`src/rtl/rmst_out_fm_fifo_to_buf_if.sv`:
```
// Handshake and data bundle between the out_fm FIFO-to-buffer stage,
// its load FIFO and the out_fm tile buffer.
interface rmst_out_fm_fifo_to_buf_if #(
    parameter int unsigned AW = 16,
    parameter int unsigned DW = 32
);
    logic          load_start;
    logic          load_done;
    logic          busy;
    logic          fifo_empty;
    logic          fifo_pop;
    logic [DW-1:0] fifo_rdata;
    logic          out_fm_wena;
    logic [AW-1:0] out_fm_waddr;
    logic [DW-1:0] out_fm_wdata;

    // Stage side: consumes start/FIFO, produces pops and buffer writes
    modport master (
        input  load_start,
        input  fifo_empty,
        input  fifo_rdata,
        output load_done,
        output busy,
        output fifo_pop,
        output out_fm_wena,
        output out_fm_waddr,
        output out_fm_wdata
    );

    // Environment side: controller, FIFO and buffer
    modport slave (
        output load_start,
        output fifo_empty,
        output fifo_rdata,
        input  load_done,
        input  busy,
        input  fifo_pop,
        input  out_fm_wena,
        input  out_fm_waddr,
        input  out_fm_wdata
    );
endinterface

```
`src/rtl/rmst_out_fm_fifo_to_buf.sv`:
```
// Drains the out_fm load FIFO row by row, drops the tile_offset leading
// words of each row and writes the kept words into the out_fm tile buffer.
module rmst_out_fm_fifo_to_buf #(
    parameter int unsigned AW          = 16,
    parameter int unsigned CW          = 16,
    parameter int unsigned DW          = 32,
    parameter int unsigned Tn          = 16,
    parameter int unsigned Tr          = 64,
    parameter int unsigned Tc          = 16,
    parameter int unsigned tile_offset = 2
) (
    input  logic                      clk,
    input  logic                      rst,
    rmst_out_fm_fifo_to_buf_if.master bus
);
    localparam logic [CW-1:0] TOTAL    = CW'(Tn * Tr * (Tc + tile_offset));
    localparam logic [CW-1:0] COL_LAST = CW'(Tc + tile_offset - 1);
    localparam logic [CW-1:0] TR_LAST  = CW'(Tr - 1);
    localparam logic [CW-1:0] OFF      = CW'(tile_offset);
    localparam logic [CW-1:0] TC_W     = CW'(Tc);
    localparam logic [CW-1:0] TR_TC    = CW'(Tr * Tc);

    typedef enum logic [1:0] {IDLE, RUN, DRAIN, DONE} state_t;

    state_t        state_q;
    state_t        state_d;
    logic          start_c;
    logic          pop_c;
    logic          keep_c;
    logic [CW-1:0] word_addr_c;

    logic [CW-1:0] pop_cnt_q;
    logic          rd_valid_q;
    logic [CW-1:0] col_q;
    logic [CW-1:0] tr_q;
    logic [CW-1:0] tn_q;
    logic          wena_q;
    logic [AW-1:0] waddr_q;
    logic [DW-1:0] wdata_q;

    // State register
    always_ff @(posedge clk) begin
        if (rst) begin
            state_q <= IDLE;
        end else begin
            state_q <= state_d;
        end
    end

    // Next-state decode; DRAIN waits for the last popped word to leave stage 1
    always_comb begin
        state_d = state_q;
        start_c = 1'b0;
        case (state_q)
            IDLE: begin
                if (bus.load_start) begin
                    state_d = RUN;
                    start_c = 1'b1;
                end
            end
            RUN: begin
                if (pop_cnt_q == TOTAL) begin
                    state_d = DRAIN;
                end
            end
            DRAIN: begin
                if (!rd_valid_q) begin
                    state_d = DONE;
                end
            end
            DONE: begin
                state_d = IDLE;
            end
            default: begin
                state_d = IDLE;
            end
        endcase
    end

    assign pop_c = (state_q == RUN) && !bus.fifo_empty && (pop_cnt_q < TOTAL);

    // With no leading words every column is kept
    generate
        if (tile_offset == 0) begin : g_keep_all
            assign keep_c = 1'b1;
        end else begin : g_keep_cols
            assign keep_c = (col_q >= OFF);
        end
    endgenerate

    assign word_addr_c = tn_q * TR_TC + tr_q * TC_W + (col_q - OFF);

    // Pop counter, read-valid stage and row/channel position counters
    always_ff @(posedge clk) begin
        if (rst) begin
            pop_cnt_q  <= '0;
            rd_valid_q <= 1'b0;
            col_q      <= '0;
            tr_q       <= '0;
            tn_q       <= '0;
        end else begin
            rd_valid_q <= pop_c;
            if (start_c) begin
                pop_cnt_q <= '0;
                col_q     <= '0;
                tr_q      <= '0;
                tn_q      <= '0;
            end else begin
                if (pop_c) begin
                    pop_cnt_q <= pop_cnt_q + CW'(1);
                end
                if (rd_valid_q) begin
                    if (col_q == COL_LAST) begin
                        col_q <= '0;
                        if (tr_q == TR_LAST) begin
                            tr_q <= '0;
                            tn_q <= tn_q + CW'(1);
                        end else begin
                            tr_q <= tr_q + CW'(1);
                        end
                    end else begin
                        col_q <= col_q + CW'(1);
                    end
                end
            end
        end
    end

    // Buffer write stage; address and data hold when no write is issued
    always_ff @(posedge clk) begin
        if (rst) begin
            wena_q  <= 1'b0;
            waddr_q <= '0;
            wdata_q <= '0;
        end else if (rd_valid_q && keep_c) begin
            wena_q  <= 1'b1;
            waddr_q <= AW'(word_addr_c);
            wdata_q <= bus.fifo_rdata;
        end else begin
            wena_q  <= 1'b0;
        end
    end

    assign bus.fifo_pop     = pop_c;
    assign bus.busy         = (state_q != IDLE);
    assign bus.load_done    = (state_q == DONE);
    assign bus.out_fm_wena  = wena_q;
    assign bus.out_fm_waddr = waddr_q;
    assign bus.out_fm_wdata = wdata_q;
endmodule

```
`src/flat_wrapper.sv`:
```
// flat-port wrapper written by rule: the top's interface ports become plain ports
module rmst_out_fm_fifo_to_buf_flat 
#(
    parameter int unsigned AW          = 16,
    parameter int unsigned CW          = 16,
    parameter int unsigned DW          = 32,
    parameter int unsigned Tn          = 16,
    parameter int unsigned Tr          = 64,
    parameter int unsigned Tc          = 16,
    parameter int unsigned tile_offset = 2
)
  (clk, rst, bus_load_start, bus_fifo_empty, bus_fifo_rdata, bus_load_done, bus_busy, bus_fifo_pop, bus_out_fm_wena, bus_out_fm_waddr, bus_out_fm_wdata);
  rmst_out_fm_fifo_to_buf_if #(.AW(AW), .DW(DW)) bus_i ();
  input  logic clk;
  input  logic rst;
  input wire logic [$bits(bus_i.load_start)-1:0] bus_load_start;
  input wire logic [$bits(bus_i.fifo_empty)-1:0] bus_fifo_empty;
  input wire logic [$bits(bus_i.fifo_rdata)-1:0] bus_fifo_rdata;
  output wire logic [$bits(bus_i.load_done)-1:0] bus_load_done;
  output wire logic [$bits(bus_i.busy)-1:0] bus_busy;
  output wire logic [$bits(bus_i.fifo_pop)-1:0] bus_fifo_pop;
  output wire logic [$bits(bus_i.out_fm_wena)-1:0] bus_out_fm_wena;
  output wire logic [$bits(bus_i.out_fm_waddr)-1:0] bus_out_fm_waddr;
  output wire logic [$bits(bus_i.out_fm_wdata)-1:0] bus_out_fm_wdata;
  assign bus_i.load_start = bus_load_start;
  assign bus_i.fifo_empty = bus_fifo_empty;
  assign bus_i.fifo_rdata = bus_fifo_rdata;
  assign bus_load_done = bus_i.load_done;
  assign bus_busy = bus_i.busy;
  assign bus_fifo_pop = bus_i.fifo_pop;
  assign bus_out_fm_wena = bus_i.out_fm_wena;
  assign bus_out_fm_waddr = bus_i.out_fm_waddr;
  assign bus_out_fm_wdata = bus_i.out_fm_wdata;
  rmst_out_fm_fifo_to_buf #(.AW(AW), .CW(CW), .DW(DW), .Tn(Tn), .Tr(Tr), .Tc(Tc), .tile_offset(tile_offset)) u_core (.clk(clk), .rst(rst), .bus(bus_i));
endmodule
```
`config.mk`:
```
export PLATFORM = sky130hd
export DESIGN_NAME = rmst_out_fm_fifo_to_buf_flat
export DESIGN_NICKNAME = d
export VERILOG_FILES = /design/src/rtl/rmst_out_fm_fifo_to_buf_if.sv /design/src/rtl/rmst_out_fm_fifo_to_buf.sv /design/src/flat_wrapper.sv
export SDC_FILE = /design/constraint.sdc
export NUM_CORES = 1
export LEC_CHECK = 0
export BUFFER_PORTS_ARGS = -buffer_cell sky130_fd_sc_hd__buf_4
export CAP_MARGIN = 20
export CORE_ASPECT_RATIO = 1.75
export CORE_UTILIZATION = 57
export CTS_CLUSTER_SIZE = 20
export DETAILED_ROUTE_END_ITERATION = 16
export PLACE_DENSITY = 0.76
export REMOVE_ABC_BUFFERS = 1
export SKIP_CTS_REPAIR_TIMING = 1
export SLEW_MARGIN = 25
export SYNTH_ARGS = -nofsm -noshare
export SYNTH_HDL_FRONTEND = slang
export SYNTH_SLANG_ARGS = --single-unit
```
`constraint.sdc`:
```
create_clock -name clk -period 3.8 [get_ports clk]
set_clock_uncertainty 0.05 [all_clocks]
set_input_delay 0.19 -clock clk [delete_from_list [all_inputs] [get_ports clk]]
set_output_delay 0.19 -clock clk [all_outputs]
set_load 0.05 [all_outputs]
```
==> results of run 1 <==
[worst reg2reg max path, delay by kind of cell, from the launching register on]
kind	cells	cell delay [ps]
and+or+nand+nor	1	160
adders and majority gates	3	910
AOI/OAI and AO/OA	4	1150
DFF	1	400
buffers and inverters	2	140
[registers in the layout (all words and copies together) (netlist names), 2 cells and up]
| signal | flops |
|---|---|
| u_core.bus.out_fm_waddr | 16 |
| u_core.bus.out_fm_wdata | 32 |
| u_core.pop_cnt_q | 16 |
| u_core.tn_q | 6 |
| u_core.tr_q | 16 |
| u_core.state_q | 2 |
| u_core.col_q | 16 |
[cells in the final DEF (no fill, tap or decap), types with 4 or more instances in the layout]
cell       netlist  routed
nor4_1          12      12
a21o_1           8       8
fa_1             6       6
xor2_1           4       4
o21a_1           7       7
or4_1            4       4
or3_1            9       9
nor2_1          54      54
nand4_1          8       8
o31ai_1          6       6
nand3_1         19      19
nor3_1          18      18
a211oi_1         5       5
xnor2_1         38      38
nor4_2           4       4
clkbuf_16        0       9
ha_1            47      47
inv_1           68      68
and4_1           6       6
buf_4            0      90
nand2_1         94      94
nand3b_1         4       4
a21oi_1         58      58
o21ai_0         14      14
dfxtp_1        106     106
and2_1           4       4
[cells by family after synthesis]
group,synth area share
AOI/OAI and AO/OA,0.1327
xor gates and xnor gates,0.07030
adders and majority gates,0.1275
buffers and inverters,0.06602
DFF,0.3822
muxes,0.005408
and+or+nand+nor,0.2159
[path summary, 6_finish.rpt]
path	from	end	slack, ps	cells after the start
min reg2reg	u_core.bus.out_fm_wdata[27]$_SDFFE_PP0P_	u_core.bus.out_fm_wdata[27]$_SDFFE_PP0P_	410	2
max reg2reg	u_core.col_q[5]$_SDFFE_PP0P_	u_core.bus.out_fm_waddr[15]$_SDFFE_PP0P_	880	10
min	bus_fifo_rdata[11]	u_core.bus.out_fm_wdata[11]$_SDFFE_PP0P_	40	3
max	u_core.col_q[5]$_SDFFE_PP0P_	u_core.bus.out_fm_waddr[15]$_SDFFE_PP0P_	880	10
[report_power, final]
part	internal [mW]	switching [mW]	leakage (nW)	total (mW)
Sequential	1.13	0.0240	0.854	1.15
Clock	0.596	0.413	0.159	1.01
Combinational	0.109	0.199	1.63	0.308
Total	1.83	0.636	2.64	2.47
[metrics by stage]
| step | utilization | worst slack (ps) | cell area, um2 |
|---|---|---|---|
| after floorplan | - | 1007 | 5441 |
| after global placement | 0.6651 | 971.1 | 6297 |
| after detailed placement | 0.6651 | 912.7 | 6297 |
| after CTS | 0.6999 | 894.1 | 6626 |
| after global routing | 0.6999 | 703.7 | 6626 |
| final | 0.6999 | 884.7 | 6626 |
[layer usage]
layer | up-vias | part of all wire
li1 | 2406 | -
met1 | 2204 | 0.38
met2 | 116 | 0.54
met3 | 23 | 0.039
met4 | 0 | 0.032
met5 | - | 0
[cell type report]
cell class	count	share of cell area
clock inverter	6	0.01360
inverter	68	0.03852
sequential	106	0.3202
multi-input combinational	467	0.4636
tap	122	0.02304
clock buffer	10	0.03606
timing repair buffer	91	0.1050
[Yosys cell counts (8+ instances only)]
library cell / instances / area [um2]
a21o_1: 8 / 60.06
a21oi_1: 58 / 290.3
buf_2: 11 / 55.05
clkbuf_1: 12 / 45.04
dfxtp_1: 106 / 2122
ha_1: 47 / 588.1
inv_1: 68 / 255.2
nand2_1: 94 / 352.8
nand3_1: 19 / 95.09
nand4_1: 8 / 50.05
nor2_1: 54 / 202.7
nor3_1: 18 / 90.09
nor4_1: 12 / 75.07
o21ai_0: 14 / 70.07
or3_1: 9 / 56.30
xnor2_1: 38 / 332.8
==> flow_summary.toml, run 1 <==
[outcome]
run_status = "finished clean"

[floorplanning]
initial_utilization = 0.5865
die-width_um = 76.61
io-pin-count = 88
die-area_um2 = 10160
core-area_um2 = 9468
placementRows = 47
die_h_um = 132.6

[min_path]
worstHoldPathType = "input port to register"

[clock_tree]
ctsHtreeMaxLevel = 3
clkSinkCount = 106
cts-buffers-inserted = 9
cts-root-buf = "clkbuf_16"
cts_max_path_bufs = 2
clk_latency_ps = 350
clock_tree_from_tritoncts = "done"
clkSlewWorstSetupHoldPaths_ps = 70

[synth]
ys_seq_elements = 106
yosysWarningCount = 0
synth_enable_flop_cells = 0
postSynthCellCount = 665
yosys.cell_types.count = 47
synth.avg_cell_area_um2 = 8.350
netlist_area_um2 = 5553
synth_sequential_area_ratio = 0.3822
synth-async-reset-ratio = 0
synth_flop_cell = "dfxtp_1"

[timing]
timing_hold_violations_final = 0
final-max-slew-violation-count = 0
worst_slew_margin_rel = 0.4281
timing.hold.ws_ps = 35.27
setup_violations = 0
accumulated_negative_setup_slack_ps = 0
timing.final.crit_share = 0.7672
max_clock_freq_mhz = 343.0
grt_setup_unrepaired = "false"
worst_pin_slew_ps = 857.8
final_period_demand_of_the_worst_path_ps = 2915

[global_routing]
grt_use_met2 = 0.4835
global_route_wire_length_before_repair_um = 20470
top_usage_layer = "met2"
globalRouteMet1Util = 0.2503
global_route.usage.met3 = 0.04690
overall_global_routing_resource_usage = 0.2495
number_of_antenna_violations_at_the_first_check_in_global_routing = 0
grt_overflow_total = 0
grt_pass1_vias = 4663
grt_start_max_net_pins = 59

[critical_path]
critical_path.endpoint_type = "register"
slowest_delay_ps = 530
cp_data_arrival_time_ps = 3120
critPathSlowestCell = "o31ai_1"
path_cells = "inv_1, ha_1, inv_1, ha_1, ha_1, nor2b_1, o31ai_1, a31o_2, a211oi_1, a2111oi_2"
worst-setup-path-type = "register to register"
timing.critical_path.required_ps = 4000
cp_top_family = "compound AO/OA/AOI/OAI gates"
setup.worst_path.start_class = "register"
path_buf_inv = 2
critical_path.max_fanout = 5
worst_path_most_repeated_cell = "ha_1"

[layout]
area_growth_syn_to_layout_pct = 19.33
fillCellCount = 785
antenna_diode_instance_count = 0
register_area_um2 = 2122
share_of_cells_above_drive_strength_1 = 0.1564
layout.cells.non_filler = 870
fin_nets = 832
multiInputGateArea_um2 = 3072

[power]
irDropWorstVdd_mv = 0.3329
leakage_nw = 2.639
p_per_area_nw_per_um2 = 372.8
totalPowerFinal_mw = 2.470

[route]
drc = 0
drt-vias-per-instance = 5.459
wl_per_cell_um = 14.09
number_of_vias_in_the_routed_layout = 4749
ant_nets = 0
wirelength_um = 12260
drt_first_iter_violations = 230
detailedRoute.firstPassIterationCount = 4

[placed_design]
gp_congestion = 0.8880
place_inst = 854
dp_hpwl_um = 9165
port_buffers = 87

[job]
max-cap-violations = 0
Power figures use the tool's default switching activity.
==> run 2: changes to the inputs <==
==> constraint.sdc (replaced) <==
create_clock -name clk -period 2.8 [get_ports clk]
set_clock_uncertainty 0.05 [all_clocks]
set_input_delay 0.14 -clock clk [delete_from_list [all_inputs] [get_ports clk]]
set_output_delay 0.14 -clock clk [all_outputs]
set_load 0.05 [all_outputs]
==> flow_summary.toml, run 2 (synthesis results as in run 1) <==
[placed_design]
post_dp_cell_area_um2 = 6390
gp_congestion = 0.8781
dp_hpwl_um = 9339
place_inst = 868
port_buffers = 87
pre_cts_ws_ps = -29.18

[clock_tree]
clkSlewWorstSetupHoldPaths_ps = 70
cts-root-buf = "clkbuf_16"
clk_latency_ps = 350
clock_tree_from_tritoncts = "done"
cts-buffers-inserted = 9
clkSinkCount = 106
cts_max_path_bufs = 2
ctsHtreeMaxLevel = 3

[route]
drt_first_iter_violations = 176
detailedRoute.firstPassIterationCount = 4
drc = 0
number_of_vias_in_the_routed_layout = 4865
wl_per_cell_um = 14.07
drt-vias-per-instance = 5.412
wirelength_um = 12650
ant_nets = 0

[global_routing]
grt_start_max_net_pins = 40
global_route_wire_length_before_repair_um = 20510
grt_overflow_total = 0
overall_global_routing_resource_usage = 0.2519
grt_pass1_vias = 4642
number_of_antenna_violations_at_the_first_check_in_global_routing = 0

[layout]
area_growth_syn_to_layout_pct = 24.34
antenna_diode_instance_count = 0
largest_reg_flops = 32
most_common_library_cell_in_the_layout_ignoring_fill_and_taps = "buf_4"
fin_nets = 861
share_of_cells_above_drive_strength_1 = 0.1879
fillCellCount = 738
finalCoreUtilization = 0.7292
mostFrequentLayoutCells = "buf_4 (106), dfxtp_1 (100), nand2_1 (94)"
final_area_um2 = 6904
layout.cells.non_filler = 899

[floorplanning]
initial_utilization = 0.5865
io-pin-count = 88
die-area_um2 = 10160
die-width_um = 76.61
placementRows = 47
core-area_um2 = 9468
die_h_um = 132.6

[critical_path]
setup.worst_path.start_class = "register"
critical_path.endpoint_type = "register"
cp_data_arrival_time_ps = 2880
worst-setup-path-type = "register to register"
critical_path.max_fanout = 6
timing.critical_path.required_ps = 3000

[timing]
worst_slew_margin_rel = 0.4980
max_clock_freq_mhz = 372.6
timing.final.ws_setup_ps = 116.3
timing.final.crit_share = 0.9584
worst_pin_slew_ps = 753.0
timing.hold.ws_ps = -17.40
final_period_demand_of_the_worst_path_ps = 2684
final-max-slew-violation-count = 0
timing_hold_violations_final = 16
setup_violations = 0

[power]
totalPowerFinal_mw = 3.315
irDropWorstVdd_mv = 0.3988
leakage_nw = 2.770
p_per_area_nw_per_um2 = 480.2

[outcome]
run_status = "finished with violations"
violated_checks = "hold timing"

[job]
max-cap-violations = 0

[min_path]
worstHoldPathType = "input port to register"
run 2: cell count changes in the layout (fill, tap and decap cells not counted), moves of 2 or more:
cell / previous run / this run
inv_6: 0 / 2
ha_1: 47 / 44
dfxtp_2: 0 / 6
dfxtp_1: 106 / 100
ha_4: 0 / 2
dlygate4sd3_1: 0 / 14
buf_4: 90 / 106
run 2: final cells by class:
cell class	count	area, um2	area share
multi-input cells	467	3119	0.4518
clock inverters	6	72.57	0.01051
well taps	122	152.6	0.02211
clock buffers	10	239.0	0.03461
repair buffers	120	935.9	0.1356
flip-flops and latches	106	2130	0.3084
inverters	68	255.2	0.03697
run 2: path summary, 6_finish.rpt:
kind / startpoint / end / slack (ps) / depth (start not counted)
min: bus_fifo_rdata[23] / u_core.bus.out_fm_wdata[23]$_SDFFE_PP0P_ / -20 / 3
max reg2reg: u_core.tn_q[1]$_SDFFE_PP0P_ / u_core.bus.out_fm_waddr[15]$_SDFFE_PP0P_ / 120 / 10
min reg2reg: u_core.bus.out_fm_wdata[15]$_SDFFE_PP0P_ / u_core.bus.out_fm_wdata[15]$_SDFFE_PP0P_ / 400 / 2
max: u_core.tn_q[1]$_SDFFE_PP0P_ / u_core.bus.out_fm_waddr[15]$_SDFFE_PP0P_ / 120 / 10
run 2: where the power goes:
| group | internal [mW] | switching, mW | total (mW) |
|---|---|---|---|
| clock network | 0.727 | 0.582 | 1.31 |
| logic | 0.169 | 0.281 | 0.450 |
| registers | 1.53 | 0.0237 | 1.56 |
| total | 2.43 | 0.887 | 3.32 |
run 2: worst max-delay path, cell delays in order (launching register included):
cell	delay, ps
dfxtp_1	350
inv_1	100
ha_1	330
fa_1	510
inv_1	60
ha_4	300
nand2_1	60
a21o_1	160
a31o_2	220
a21o_1	170
a2111oi_2	270
run 2: through the flow:
step,hold WS (ps),setup TNS [ps]
6_report,-17.40,0
4_1_cts,-32.26,-55.28
3_5_place_dp,347.5,-47.44
5_1_grt,3.129,-19.54
2_1_floorplan,152.4,0
3_3_place_gp,338.2,0
run 2: layer usage:
layer	global-route usage	part of all wire
met3	0.03241	0.030
met4	0.1613	0.041
met5	0	0
met1	0.2566	0.39
met2	0.4735	0.54
==> run 3: changes to the inputs <==
--- a/config.mk
+++ b/config.mk
@@ -5,13 +5,14 @@
 export SDC_FILE = /design/constraint.sdc
 export NUM_CORES = 1
 export LEC_CHECK = 0
-export BUFFER_PORTS_ARGS = -buffer_cell sky130_fd_sc_hd__buf_4
 export CAP_MARGIN = 20
 export CORE_ASPECT_RATIO = 1.75
-export CORE_UTILIZATION = 57
+export CORE_MARGIN = 2
+export CORE_UTILIZATION = 60
 export CTS_CLUSTER_SIZE = 20
 export DETAILED_ROUTE_END_ITERATION = 16
-export PLACE_DENSITY = 0.76
+export DONT_BUFFER_PORTS = 1
+export PLACE_DENSITY = 0.72
 export REMOVE_ABC_BUFFERS = 1
 export SKIP_CTS_REPAIR_TIMING = 1
 export SLEW_MARGIN = 25
==> flow_summary.toml, run 3 (synthesis results as in run 1) <==
[outcome]
run_status = "finished clean"

[critical_path]
path_buf_inv = 2
cp_data_arrival_time_ps = 2890
worst_path_most_repeated_cell = "ha_1"
cp_top_family = "compound AO/OA/AOI/OAI gates"
path_cells = "inv_1, ha_1, inv_1, ha_1, ha_1, o211a_1, o31ai_2, a31o_2, a21o_1, a2111oi_4"
worst-setup-path-type = "register to register"
setup.worst_path.start_class = "register"
critical_path.endpoint_type = "register"
slowest_delay_ps = 420
critPathSlowestCell = "dfxtp_1"
timing.critical_path.required_ps = 2990
critical_path.max_fanout = 6

[global_routing]
grt_pass1_vias = 4299
number_of_antenna_violations_at_the_first_check_in_global_routing = 0
grt_overflow_total = 0
grt_start_max_net_pins = 59
overall_global_routing_resource_usage = 0.2305
global_route_wire_length_before_repair_um = 19100

[power]
power_switching_uw = 864.7
p_per_area_nw_per_um2 = 504.0
power_frac_clock = 0.396
power_report.internal_total_mw = 2.403
power.share.sequential = 0.484
power_frac_comb = 0.120
leakage_nw = 2.395
power.switching_fraction = 0.2646
irDropWorstVdd_mv = 0.4356

[floorplanning]
io-pin-count = 88
die-area_um2 = 10070
initial_utilization = 0.6145
placementRows = 46
die-width_um = 76.72
core-area_um2 = 9036
die_h_um = 131.3

[layout]
antenna_diode_instance_count = 0
largest_reg_flops = 32
mostFrequentLayoutCells = "dfxtp_1 (98), nand2_1 (94), inv_1 (68)"
share_of_cells_above_drive_strength_1 = 0.08911
finalCoreUtilization = 0.7175
fillCellCount = 699
fin_nets = 791
layout.cells.non_filler = 827
area_growth_syn_to_layout_pct = 16.76
most_common_library_cell_in_the_layout_ignoring_fill_and_taps = "dfxtp_1"

[route]
drt_first_iter_violations = 186
drt-vias-per-instance = 5.646
detailedRoute.firstPassIterationCount = 5
wirelength_um = 12540
ant_nets = 0
wl_per_cell_um = 15.16
drc = 0
number_of_vias_in_the_routed_layout = 4669

[timing]
setup_violations = 0
final_period_demand_of_the_worst_path_ps = 2697
timing.final.crit_share = 0.9631
final-max-slew-violation-count = 0
grt_setup_unrepaired = "true"
worst_pin_slew_ps = 713.1
max_clock_freq_mhz = 370.8
timing.hold.ws_ps = 25.79
timing_hold_violations_final = 0
worst_slew_margin_rel = 0.5246

[placed_design]
port_buffers = 0
dp_hpwl_um = 8749
place_inst = 777
gp_congestion = 0.8829

[clock_tree]
cts-buffers-inserted = 9
clkSinkCount = 106
cts-root-buf = "clkbuf_16"
ctsHtreeMaxLevel = 3
clk_latency_ps = 340
cts_max_path_bufs = 2
clkSlewWorstSetupHoldPaths_ps = 70
clock_tree_from_tritoncts = "done"

[job]
max-cap-violations = 0

[min_path]
worstHoldPathType = "input port to register"
-- run 3: cell type report --
| class | count | area [um2] | area share |
|---|---|---|---|
| Clock inverter | 6 | 71.32 | 0.01100 |
| Clock buffer | 10 | 239.0 | 0.03686 |
| Tap cell | 120 | 150.1 | 0.02316 |
| Sequential cell | 106 | 2132 | 0.3288 |
| Timing Repair Buffer | 50 | 467.9 | 0.07217 |
| Multi-Input combinational cell | 467 | 3168 | 0.4886 |
| Inverter | 68 | 255.2 | 0.03937 |
-- run 3: worst paths after layout --
kind	depth (start not counted)	startpoint	to	slack, ps
max reg2reg	10	u_core.tr_q[4]$_SDFFE_PP0P_	u_core.bus.out_fm_waddr[15]$_SDFFE_PP0P_	100
max	10	u_core.tr_q[4]$_SDFFE_PP0P_	u_core.bus.out_fm_waddr[15]$_SDFFE_PP0P_	100
min reg2reg	1	u_core.pop_cnt_q[15]$_SDFFE_PP0P_	u_core.pop_cnt_q[15]$_SDFFE_PP0P_	450
min	2	rst	u_core.bus.out_fm_wena$_SDFF_PP0_	30
-- run 3: metrics by stage --
step           worst slack, ps  cell area [um2]  TNS (ps)  total power [mW]
2_1_floorplan            6.601             5441         0             1.863
3_3_place_gp             80.18             5720         0             1.944
3_5_place_dp             67.88             5720         0             1.957
4_1_cts                  51.28             6031         0             3.249
5_1_grt                 -29.13             6484    -53.52             3.390
6_report                 103.3             6484         0             3.268
-- run 3: worst register-to-register path: stages, from the launching register on --
cell and delay [ps]:
dfxtp_1 420, inv_1 110, ha_1 300, inv_1 40, ha_1 290, ha_1 360, o211a_1 210, o31ai_2 100
a31o_2 260, a21o_1 190, a2111oi_4 270
-- run 3: power by group through the flow --
stage	clock network (mW)	registers [mW]	logic [mW]
3_3_place_gp	0	1.61	0.330
4_1_cts	1.33	1.58	0.343
3_5_place_dp	0	1.62	0.341
6_report	1.29	1.58	0.394
5_1_grt	1.38	1.58	0.428
2_1_floorplan	0	1.61	0.249
-- run 3: routing by layer --
metal  GRT usage  vias to the layer above  wire length [um]
li1            -                     2315                 -
met4      0.1010                        0               374
met3     0.04808                       23               606
met1      0.2409                     2195              4697
met2      0.4323                      136              6857
met5           0                        -                 0
